### config.mk
export PLATFORM = sky130hd
export DESIGN_NAME = branch_rs_flat
export DESIGN_NICKNAME = d
export VERILOG_FILES = /design/src/rtl/branch_rs_if.sv /design/src/rtl/branch_rs.sv /design/src/flat_wrapper.sv
export SDC_FILE = /design/constraint.sdc
export NUM_CORES = 1
export LEC_CHECK = 0
export CORE_UTILIZATION = 50
export CTS_CLUSTER_SIZE = 10
export DETAILED_ROUTE_END_ITERATION = 10
export PLACE_DENSITY = 0.86
export SLEW_MARGIN = 20
export SYNTH_ARGS = -nofsm -noshare
export SYNTH_HDL_FRONTEND = slang
export SYNTH_SLANG_ARGS = --single-unit
### constraint.sdc
create_clock -name clk -period 7.7 [get_ports clk]
set_input_delay 1.54 -clock clk [delete_from_list [all_inputs] [get_ports clk]]
set_output_delay 1.54 -clock clk [all_outputs]
set_load 0.02 [all_outputs]
### src/rtl/branch_rs_if.sv
// Bundle of dispatch, wakeup-broadcast, flush and issue signals for the branch reservation station.
`ifndef SCOREBOARD_SIZE_WIDTH
`define SCOREBOARD_SIZE_WIDTH 5
`endif

interface branch_rs_if;
  logic                              flush_i;
  logic                              enq_valid_i;
  logic                              enq_ready_o;
  logic [63:0]                       enq_pc_i;
  logic [31:0]                       enq_inst_i;
  logic [3:0]                        enq_func_code_i;
  logic [`SCOREBOARD_SIZE_WIDTH-1:0] enq_sid_i;
  logic                              enq_rs1_rdy_i;
  logic                              enq_rs2_rdy_i;
  logic [`SCOREBOARD_SIZE_WIDTH-1:0] enq_rs1_tag_i;
  logic [`SCOREBOARD_SIZE_WIDTH-1:0] enq_rs2_tag_i;
  logic [63:0]                       enq_rs1_value_i;
  logic [63:0]                       enq_rs2_value_i;
  logic                              wb_valid_i;
  logic [`SCOREBOARD_SIZE_WIDTH-1:0] wb_sid_i;
  logic [63:0]                       wb_value_i;
  logic                              branch_valid_o;
  logic [63:0]                       branch_pc_o;
  logic [31:0]                       branch_inst_o;
  logic [`SCOREBOARD_SIZE_WIDTH-1:0] branch_sid_o;
  logic [63:0]                       rs1_value_o;
  logic [63:0]                       rs2_value_o;
  logic [3:0]                        func_code_o;

  modport slave (
    input  flush_i, enq_valid_i, enq_pc_i, enq_inst_i, enq_func_code_i, enq_sid_i,
           enq_rs1_rdy_i, enq_rs2_rdy_i, enq_rs1_tag_i, enq_rs2_tag_i,
           enq_rs1_value_i, enq_rs2_value_i, wb_valid_i, wb_sid_i, wb_value_i,
    output enq_ready_o, branch_valid_o, branch_pc_o, branch_inst_o, branch_sid_o,
           rs1_value_o, rs2_value_o, func_code_o
  );

  modport master (
    output flush_i, enq_valid_i, enq_pc_i, enq_inst_i, enq_func_code_i, enq_sid_i,
           enq_rs1_rdy_i, enq_rs2_rdy_i, enq_rs1_tag_i, enq_rs2_tag_i,
           enq_rs1_value_i, enq_rs2_value_i, wb_valid_i, wb_sid_i, wb_value_i,
    input  enq_ready_o, branch_valid_o, branch_pc_o, branch_inst_o, branch_sid_o,
           rs1_value_o, rs2_value_o, func_code_o
  );
endinterface

### src/rtl/branch_rs.sv
// In-order branch reservation station: circular queue with operand wakeup, issuing from head only.
// Optional macro BRANCH_RS_WAKEUP_BYPASS_EN lets a same-cycle broadcast complete the head's operands.
`ifndef SCOREBOARD_SIZE_WIDTH
`define SCOREBOARD_SIZE_WIDTH 5
`endif

module branch_rs #(
  parameter int DEPTH = 4
) (
  input  logic        clk,
  input  logic        rst_n,
  branch_rs_if.slave  bus
);
  localparam int PTR_W = $clog2(DEPTH);
  localparam int CNT_W = PTR_W + 1;
  localparam int SW    = `SCOREBOARD_SIZE_WIDTH;

  logic [DEPTH-1:0] valid_r;
  logic [PTR_W-1:0] head_r;
  logic [PTR_W-1:0] tail_r;
  logic [CNT_W-1:0] count_r;

  logic [63:0]      pc_r      [DEPTH];
  logic [31:0]      inst_r    [DEPTH];
  logic [3:0]       func_r    [DEPTH];
  logic [SW-1:0]    sid_r     [DEPTH];
  logic [SW-1:0]    rs1_tag_r [DEPTH];
  logic [SW-1:0]    rs2_tag_r [DEPTH];
  logic [63:0]      rs1_val_r [DEPTH];
  logic [63:0]      rs2_val_r [DEPTH];
  logic [DEPTH-1:0] rs1_rdy_r;
  logic [DEPTH-1:0] rs2_rdy_r;

  logic        enq_ready_s;
  logic        enq_fire_s;
  logic        issue_s;
  logic        rs1_hit_s;
  logic        rs2_hit_s;
  logic        head_rs1_ok_s;
  logic        head_rs2_ok_s;
  logic [63:0] head_rs1_val_s;
  logic [63:0] head_rs2_val_s;
  logic        enq_rs1_rdy_s;
  logic        enq_rs2_rdy_s;
  logic [63:0] enq_rs1_val_s;
  logic [63:0] enq_rs2_val_s;

  // Handshake, issue qualification and operand capture for the incoming entry.
  always_comb begin
    enq_ready_s = rst_n & ~bus.flush_i & (count_r < CNT_W'(DEPTH));
    enq_fire_s  = bus.enq_valid_i & enq_ready_s;
`ifdef BRANCH_RS_WAKEUP_BYPASS_EN
    rs1_hit_s = ~rs1_rdy_r[head_r] & bus.wb_valid_i & (bus.wb_sid_i == rs1_tag_r[head_r]);
    rs2_hit_s = ~rs2_rdy_r[head_r] & bus.wb_valid_i & (bus.wb_sid_i == rs2_tag_r[head_r]);
`else
    rs1_hit_s = 1'b0;
    rs2_hit_s = 1'b0;
`endif
    head_rs1_ok_s  = rs1_rdy_r[head_r] | rs1_hit_s;
    head_rs2_ok_s  = rs2_rdy_r[head_r] | rs2_hit_s;
    head_rs1_val_s = rs1_hit_s ? bus.wb_value_i : rs1_val_r[head_r];
    head_rs2_val_s = rs2_hit_s ? bus.wb_value_i : rs2_val_r[head_r];
    issue_s = rst_n & ~bus.flush_i & valid_r[head_r] & head_rs1_ok_s & head_rs2_ok_s;

    // A broadcast landing in the dispatch cycle must not be lost for the new entry.
    enq_rs1_rdy_s = bus.enq_rs1_rdy_i |
                    (bus.wb_valid_i & (bus.wb_sid_i == bus.enq_rs1_tag_i));
    enq_rs2_rdy_s = bus.enq_rs2_rdy_i |
                    (bus.wb_valid_i & (bus.wb_sid_i == bus.enq_rs2_tag_i));
    enq_rs1_val_s = bus.enq_rs1_rdy_i ? bus.enq_rs1_value_i : bus.wb_value_i;
    enq_rs2_val_s = bus.enq_rs2_rdy_i ? bus.enq_rs2_value_i : bus.wb_value_i;
  end

  assign bus.enq_ready_o    = enq_ready_s;
  assign bus.branch_valid_o = issue_s;
  assign bus.branch_pc_o    = pc_r[head_r];
  assign bus.branch_inst_o  = inst_r[head_r];
  assign bus.branch_sid_o   = sid_r[head_r];
  assign bus.func_code_o    = func_r[head_r];
  assign bus.rs1_value_o    = head_rs1_val_s;
  assign bus.rs2_value_o    = head_rs2_val_s;

  // Queue control: valid bits, wrapping pointers and occupancy; reset and flush both empty it.
  always_ff @(posedge clk) begin
    if (!rst_n || bus.flush_i) begin
      valid_r <= '0;
      head_r  <= '0;
      tail_r  <= '0;
      count_r <= '0;
    end else begin
      if (issue_s) begin
        valid_r[head_r] <= 1'b0;
        head_r          <= head_r + PTR_W'(1);
      end
      if (enq_fire_s) begin
        valid_r[tail_r] <= 1'b1;
        tail_r          <= tail_r + PTR_W'(1);
      end
      count_r <= count_r + CNT_W'(enq_fire_s) - CNT_W'(issue_s);
    end
  end

  // Entry payload: written on enqueue, operands woken by the result broadcast; never reset.
  always_ff @(posedge clk) begin
    for (int i = 0; i < DEPTH; i++) begin
      if (enq_fire_s && (tail_r == PTR_W'(i))) begin
        pc_r[i]      <= bus.enq_pc_i;
        inst_r[i]    <= bus.enq_inst_i;
        func_r[i]    <= bus.enq_func_code_i;
        sid_r[i]     <= bus.enq_sid_i;
        rs1_tag_r[i] <= bus.enq_rs1_tag_i;
        rs2_tag_r[i] <= bus.enq_rs2_tag_i;
        rs1_rdy_r[i] <= enq_rs1_rdy_s;
        rs2_rdy_r[i] <= enq_rs2_rdy_s;
        rs1_val_r[i] <= enq_rs1_val_s;
        rs2_val_r[i] <= enq_rs2_val_s;
      end else begin
        if (valid_r[i] && !rs1_rdy_r[i] && bus.wb_valid_i && (bus.wb_sid_i == rs1_tag_r[i])) begin
          rs1_rdy_r[i] <= 1'b1;
          rs1_val_r[i] <= bus.wb_value_i;
        end
        if (valid_r[i] && !rs2_rdy_r[i] && bus.wb_valid_i && (bus.wb_sid_i == rs2_tag_r[i])) begin
          rs2_rdy_r[i] <= 1'b1;
          rs2_val_r[i] <= bus.wb_value_i;
        end
      end
    end
  end
endmodule

### src/flat_wrapper.sv
// flat-port wrapper written by rule: the top's interface ports become plain ports
module branch_rs_flat 
#(
  parameter int DEPTH = 4
)
  (clk, rst_n, bus_flush_i, bus_enq_valid_i, bus_enq_pc_i, bus_enq_inst_i, bus_enq_func_code_i, bus_enq_sid_i, bus_enq_rs1_rdy_i, bus_enq_rs2_rdy_i, bus_enq_rs1_tag_i, bus_enq_rs2_tag_i, bus_enq_rs1_value_i, bus_enq_rs2_value_i, bus_wb_valid_i, bus_wb_sid_i, bus_wb_value_i, bus_enq_ready_o, bus_branch_valid_o, bus_branch_pc_o, bus_branch_inst_o, bus_branch_sid_o, bus_rs1_value_o, bus_rs2_value_o, bus_func_code_o);
  branch_rs_if bus_i ();
  input  logic clk;
  input  logic rst_n;
  input wire logic [$bits(bus_i.flush_i)-1:0] bus_flush_i;
  input wire logic [$bits(bus_i.enq_valid_i)-1:0] bus_enq_valid_i;
  input wire logic [$bits(bus_i.enq_pc_i)-1:0] bus_enq_pc_i;
  input wire logic [$bits(bus_i.enq_inst_i)-1:0] bus_enq_inst_i;
  input wire logic [$bits(bus_i.enq_func_code_i)-1:0] bus_enq_func_code_i;
  input wire logic [$bits(bus_i.enq_sid_i)-1:0] bus_enq_sid_i;
  input wire logic [$bits(bus_i.enq_rs1_rdy_i)-1:0] bus_enq_rs1_rdy_i;
  input wire logic [$bits(bus_i.enq_rs2_rdy_i)-1:0] bus_enq_rs2_rdy_i;
  input wire logic [$bits(bus_i.enq_rs1_tag_i)-1:0] bus_enq_rs1_tag_i;
  input wire logic [$bits(bus_i.enq_rs2_tag_i)-1:0] bus_enq_rs2_tag_i;
  input wire logic [$bits(bus_i.enq_rs1_value_i)-1:0] bus_enq_rs1_value_i;
  input wire logic [$bits(bus_i.enq_rs2_value_i)-1:0] bus_enq_rs2_value_i;
  input wire logic [$bits(bus_i.wb_valid_i)-1:0] bus_wb_valid_i;
  input wire logic [$bits(bus_i.wb_sid_i)-1:0] bus_wb_sid_i;
  input wire logic [$bits(bus_i.wb_value_i)-1:0] bus_wb_value_i;
  output wire logic [$bits(bus_i.enq_ready_o)-1:0] bus_enq_ready_o;
  output wire logic [$bits(bus_i.branch_valid_o)-1:0] bus_branch_valid_o;
  output wire logic [$bits(bus_i.branch_pc_o)-1:0] bus_branch_pc_o;
  output wire logic [$bits(bus_i.branch_inst_o)-1:0] bus_branch_inst_o;
  output wire logic [$bits(bus_i.branch_sid_o)-1:0] bus_branch_sid_o;
  output wire logic [$bits(bus_i.rs1_value_o)-1:0] bus_rs1_value_o;
  output wire logic [$bits(bus_i.rs2_value_o)-1:0] bus_rs2_value_o;
  output wire logic [$bits(bus_i.func_code_o)-1:0] bus_func_code_o;
  assign bus_i.flush_i = bus_flush_i;
  assign bus_i.enq_valid_i = bus_enq_valid_i;
  assign bus_i.enq_pc_i = bus_enq_pc_i;
  assign bus_i.enq_inst_i = bus_enq_inst_i;
  assign bus_i.enq_func_code_i = bus_enq_func_code_i;
  assign bus_i.enq_sid_i = bus_enq_sid_i;
  assign bus_i.enq_rs1_rdy_i = bus_enq_rs1_rdy_i;
  assign bus_i.enq_rs2_rdy_i = bus_enq_rs2_rdy_i;
  assign bus_i.enq_rs1_tag_i = bus_enq_rs1_tag_i;
  assign bus_i.enq_rs2_tag_i = bus_enq_rs2_tag_i;
  assign bus_i.enq_rs1_value_i = bus_enq_rs1_value_i;
  assign bus_i.enq_rs2_value_i = bus_enq_rs2_value_i;
  assign bus_i.wb_valid_i = bus_wb_valid_i;
  assign bus_i.wb_sid_i = bus_wb_sid_i;
  assign bus_i.wb_value_i = bus_wb_value_i;
  assign bus_enq_ready_o = bus_i.enq_ready_o;
  assign bus_branch_valid_o = bus_i.branch_valid_o;
  assign bus_branch_pc_o = bus_i.branch_pc_o;
  assign bus_branch_inst_o = bus_i.branch_inst_o;
  assign bus_branch_sid_o = bus_i.branch_sid_o;
  assign bus_rs1_value_o = bus_i.rs1_value_o;
  assign bus_rs2_value_o = bus_i.rs2_value_o;
  assign bus_func_code_o = bus_i.func_code_o;
  branch_rs #(.DEPTH(DEPTH)) u_core (.clk(clk), .rst_n(rst_n), .bus(bus_i));
endmodule
# Word-level counts from Yosys, hierarchy flattened
# Memories as Yosys holds them, arrays and structs flattened. A register that Yosys moved wholly into a read port is not among the register bits.
# Index checks and enable logic that the tools add are counted.
op_classes:
  muxes: 137
  addsub: 4
  n_bitwise: 22
  magnitude_cmp: 5
  reduce_logical: 67
  eq_ne: 13
op_table:
  columns: ["op", "n"]
  rows:
  - ["2-to-1 mux 64 bit", 13]
  - ["OR reduction 64 bit", 3]
  - ["2-to-1 mux 32 bit", 3]
  - ["OR reduction 32 bit", 3]
  - ["2-to-1 mux 1 bit", 71]
  - ["2-to-1 mux 2 bit", 30]
  - ["== test 5 bit", 10]
  - ["2-to-1 mux 5 bit", 9]
  - ["OR reduction 5 bit", 9]
  - ["logical AND 1 bit", 30]
  - ["2-to-1 mux 4 bit", 6]
  - ["nonzero test 2 bit", 8]
  - ["OR reduction 4 bit", 3]
  - ["OR 1 bit", 10]
  - ["zero test 1 bit", 9]
  - ["bitwise AND 1 bit", 8]
  - ["binary-select mux 1 bit (select 2 bit)", 3]
  - ["< comparator 2 x 3 -> 1 bit, second input constant", 2]
  - ["adder 2 x 1 -> 2 bit, second input constant", 2]
  - ["bitwise AND 4 bit", 1]
  - ["demux 1 bit (select 2 bit)", 2]
  - ["== test 2 bit, second input constant", 2]
  - ["greater-or-equal comparator 2 x 1 -> 1 bit, second input constant", 2]
  - ["inverter 4 bit", 1]
  - ["8 further kinds", 8]
word_totals:
  mem_bits_rw: 972
  input_bits: 319
  mem_count: 8
  register_bits: 19
  wordCells: 268
  out_inout_bits: 235
mem_list:
  columns: ["name", "words", "width", "rd", "rd_ports_with_merged_regs", "wr", "line", "source"]
  rows:
  - ["u_core.pc_r", 4, 64, 1, 1, 1, "branch_rs.sv:23", "logic [63:0] pc_r [DEPTH];"]
  - ["u_core.rs1_val_r", 4, 64, 1, 1, 4, "branch_rs.sv:29", "logic [63:0] rs1_val_r [DEPTH];"]
  - ["u_core.rs2_val_r", 4, 64, 1, 1, 4, "branch_rs.sv:30", "logic [63:0] rs2_val_r [DEPTH];"]
  - ["u_core.inst_r", 4, 32, 1, 1, 1, "branch_rs.sv:24", "logic [31:0] inst_r [DEPTH];"]
  - ["u_core.rs1_tag_r", 4, 5, 4, 0, 1, "branch_rs.sv:27", "logic [SW-1:0] rs1_tag_r [DEPTH];"]
  - ["u_core.rs2_tag_r", 4, 5, 4, 0, 1, "branch_rs.sv:28", "logic [SW-1:0] rs2_tag_r [DEPTH];"]
  - ["+2 memories", null, null, null, null, null, null, null]

# Longest topological paths before layout
logic_depth:
  ltp_word: 11
  mapped_depth: 8
  mapped_depth_nobuf: 8

# Worst setup path after synthesis
# Ideal clock, no wire load.
synth_timing:
  path_type: "input -> register"
  startpoint: "input bus_wb_sid_i[0]"
  endpoint: "register u_core.rs1_rdy_r[0], enable pin"
  path_slack_ns: 0.114
  setup_ns: 0.584
  required_time_ns: 7.116
  n_path_buf: 1
  arrival_ns: 7.002
  stages: 4
  path_cell_list: "buf_6 xor2_1 or3_1 o31ai_1"
synth_via:
  elab_chain_len: 3
synth_rtl:
  columns: ["item", "line", "source"]
  rows:
  - ["start: declaration", "flat_wrapper.sv:23", "input wire logic [$bits(bus_i.wb_sid_i)-1:0] bus_wb_sid_i;"]
  - ["== test 5 bit", "branch_rs.sv:118", "if (valid_r[i] && !rs1_rdy_r[i] && bus.wb_valid_i && (bus.wb_sid_i == rs1_tag_r[i])) begin"]
  - ["logical AND 1 bit", "branch_rs.sv:118", null]
  - ["nonzero test 2 bit (no line)", null, null]
  - ["end signal: indexed assignment", "branch_rs.sv:113", "rs1_rdy_r[i] <= enq_rs1_rdy_s;"]
  - ["end: declaration", "branch_rs.sv:31", "logic [DEPTH-1:0] rs1_rdy_r;"]
# No other way between the ends.
# A chain may end at the register's enable or synchronous reset.

==> flow_metrics.env <==
export IMPL_via_per_inst=5.95
export IMPL_r2r_slack_ns=3.90
export IMPL_synth_area_leader_cell="edfxtp_1"
export IMPL_grt_pass1_vias=24209
export IMPL_cts_tree="built"
export IMPL_postSynth_asyncResetShare=0
export IMPL_stdcell_count=3820
export IMPL_synth_compound_area_frac=0.00542
export IMPL_cp_required_ns=6.16
export IMPL_drv_cap=0
export IMPL_ant_nets=0
export IMPL_finalCritPeriodShare=0.661
export IMPL_ys_top_cells_by_area="edfxtp_1 (68%), mux4_2 (12%), mux2_4 (6.2%), mux2_2 (4.8%), mux2_1 (3.9%)"
export IMPL_grtUsageTotal=0.245
export IMPL_gp_congestion=0.781
export IMPL_cp_arrival_ns=3.55
export IMPL_netlist_top_cells_count="edfxtp_1 (980), mux4_2 (233), mux2_2 (183), mux2_4 (180), mux2_1 (149)"
export IMPL_antenna_found_initial=25
export IMPL_nets=2945
export IMPL_wl_per_cell_microns=28.5
export IMPL_drc_errors=0
export IMPL_dp_cells=3647
export IMPL_hold_depth=2
export IMPL_cts_root_buffer="clkbuf_16"
export IMPL_drive_above_1_share=0.294
export IMPL_cts_setup_buffers=0
export IMPL_peakVddDrop_mv=0.170
export IMPL_drt_iter0_markers=1841
export IMPL_max_slew_margin_rel=0.298
export IMPL_cts_sinks=993
export IMPL_grt_max_degree=114
export IMPL_p_leak_nw=17.2
export IMPL_yosys_warnings=0
export IMPL_max_freq_mhz=197
export IMPL_ctsHtreeMaxLevel=3
export IMPL_grt_pass1_wl_mm=157
export IMPL_io_buffers=553
export IMPL_die_area_sq_um=87900
export IMPL_slew_violations=0
export IMPL_cts_hold_buf=0
export IMPL_hpwl_mm=66.3
export IMPL_synth_xor_area_share=0.0111
export IMPL_r2r_start="u_core.count_r[2]$_SDFF_PP0_"
export IMPL_synth_nets=2351
export IMPL_yosysTopAreaCellShare=0.679
export IMPL_worstSetupPathType="register to output pin"
export IMPL_clock_latency_ns=0.68
export IMPL_synth_edf_count=980
export IMPL_overflow=0
export IMPL_row_count=107
export IMPL_num_vias=22736
export IMPL_ys_seq_elements=993
export IMPL_area_delta_synth_final_pct=22.6
export IMPL_worst_hold_path_type="register to register"
export IMPL_fin_worst_skew_ns=0.0251
export IMPL_clk_pin_slew_ns=0.06
export IMPL_seq_area_frac_synth=0.685
export IMPL_tightest_slew_ns=1.05
export IMPL_tns_ns=0
export IMPL_numCtsBuffers=111
export IMPL_drtPass1Iterations=5
export IMPL_routed_wl_mm=109
export IMPL_start_util=0.507
export IMPL_outcome="finished clean"
export IMPL_nFillCells=5680
export IMPL_synth_simple_gate_area_frac=0.00756
export IMPL_pin_count=554
export IMPL_synth_top_family_by_area="multiplexers"
export IMPL_start_kind="register"
export IMPL_die_w_microns=297
export IMPL_synth_fa_ha_area_frac=0.00306
export IMPL_rsz0062_at_grt="no"
export IMPL_critPathMaxFanout=64
export IMPL_synthMostInstantiatedCell="edfxtp_1"
export IMPL_avgSynthCellArea_sq_um=21.4
export IMPL_synth_mux_area_frac=0.270
export IMPL_endpoint_kind="output pin"
export IMPL_fin_crit_ns=5.09
export IMPL_synth_cell_types=38
export IMPL_dieHeight_microns=297
export IMPL_min_to="u_core.tail_r[0]$_SDFFE_PP0N_"
export IMPL_p_per_area_nw_per_um2=217
export IMPL_finalSetupViolations=0
export IMPL_synth_ff_type="edfxtp_1"
export IMPL_ctsResizeCount=0
export IMPL_hp_start="u_core.tail_r[0]$_SDFFE_PP0N_"
export IMPL_syn_inst=2022
export IMPL_ctsLongestPathBuffers=3
export IMPL_rr_worst_depth=6
export IMPL_core_sq_um=85500
export IMPL_finalHoldViolCount=0
export IMPL_r2r_end="u_core.rs1_val_r[1][20]$_DFFE_PP_"
export IMPL_syn_area_sq_um=43400
[cell usage in the layout, fill, tap and decap left out, drive strengths merged, types with 6 or more instances in the layout]
| cell | Yosys | final |
|---|---|---|
| o31ai | 6 | 6 |
| edfxtp | 980 | 980 |
| clkinv | 0 | 7 |
| xor2 | 25 | 25 |
| o41a | 6 | 6 |
| inv | 11 | 15 |
| xnor2 | 30 | 30 |
| clkbuf | 24 | 145 |
| buf | 88 | 40 |
| or3 | 6 | 6 |
| dfxtp | 13 | 13 |
| ha | 9 | 9 |
| nor2 | 11 | 11 |
| nand2 | 32 | 32 |
| clkdlybuf4s50 | 0 | 553 |
| mux2 | 512 | 512 |
| mux4 | 233 | 233 |
| a31oi | 6 | 6 |
| diode | 0 | 17 |
[power breakdown]
group	internal, mW	switching (mW)	leakage (nW)
logic	0.481	0.414	6.79
registers	6.03	0.0157	8.97
clock network	2.62	1.99	1.47
total	9.13	2.42	17.2
[flip-flops by register name, summed over array words and instances, names as in the netlist, 16 cells and up, named ones only]
register	cells
u_core.rs2_tag_r	20
u_core.sid_r	20
u_core.func_r	16
u_core.rs1_tag_r	20
u_core.inst_r	128
u_core.rs2_val_r	256
u_core.rs1_val_r	256
u_core.pc_r	256
[metal layers]
metal	part of all wire	global-route usage	vias to the layer above
met5	0.0018	0	-
met4	0.025	0.0871	32
met3	0.095	0.0788	212
met2	0.51	0.412	1031
met1	0.37	0.298	11893
li1	-	-	9568
[per-stage QoR]
step | hold WS, ns | instance area, sq um | power [mW] | worst slack (ns) | utilization
final | 0.593 | 53100 | 11.6 | 2.61 | 0.621
after global placement | 0.558 | 50100 | 7.00 | 2.28 | 0.585
after CTS | 0.584 | 53100 | 11.6 | 2.55 | 0.621
after global routing | 0.623 | 53100 | 11.9 | 2.43 | 0.621
after detailed placement | 0.570 | 50100 | 7.04 | 2.22 | 0.585
after floorplan | 0.524 | 43400 | 6.62 | 0.114 | -
[cell type report]
cell class | count | area, sq um | share of cell area
antenna | 17 | 42.5 | 0.000800
timing repair buffer | 593 | 5880 | 0.111
clock buffer | 145 | 2930 | 0.0551
multi-input combinational | 906 | 13000 | 0.244
tap | 1144 | 1430 | 0.0269
sequential | 993 | 29700 | 0.559
clock inverter | 11 | 110 | 0.00207
inverter | 11 | 61.3 | 0.00115
[critical path: stages (launching register included)]
cell             delay [ns]
dfxtp_4                0.77
buf_4                  0.88
mux4_2                 0.37
clkdlybuf4s50_1        0.74
[cell families after synthesis]
| group | count (synthesis) |
|---|---|
| fa+ha+maj | 10 |
| compound gates | 29 |
| buf+inv | 123 |
| simple gates | 67 |
| mux | 745 |
| flops | 993 |
| xor+xnor | 55 |
[worst max path at each step]
stage                    start                                end  slack (ns)
4_1_cts               register                bus_rs1_value_o[34]        2.55
3_5_place_dp       bus_flush_i  u_core.rs1_val_r[1][20]$_DFFE_PP_        2.22
2_1_floorplan  bus_wb_sid_i[0]  u_core.rs1_rdy_r[0]$_SDFFCE_PN1P_        0.11
3_3_place_gp       bus_flush_i  u_core.rs1_val_r[1][20]$_DFFE_PP_        2.28
5_1_grt               register                bus_rs1_value_o[27]        2.43
6_report              register                bus_rs2_value_o[34]        2.61
No activity file was read; power rests on OpenSTA's default activity.
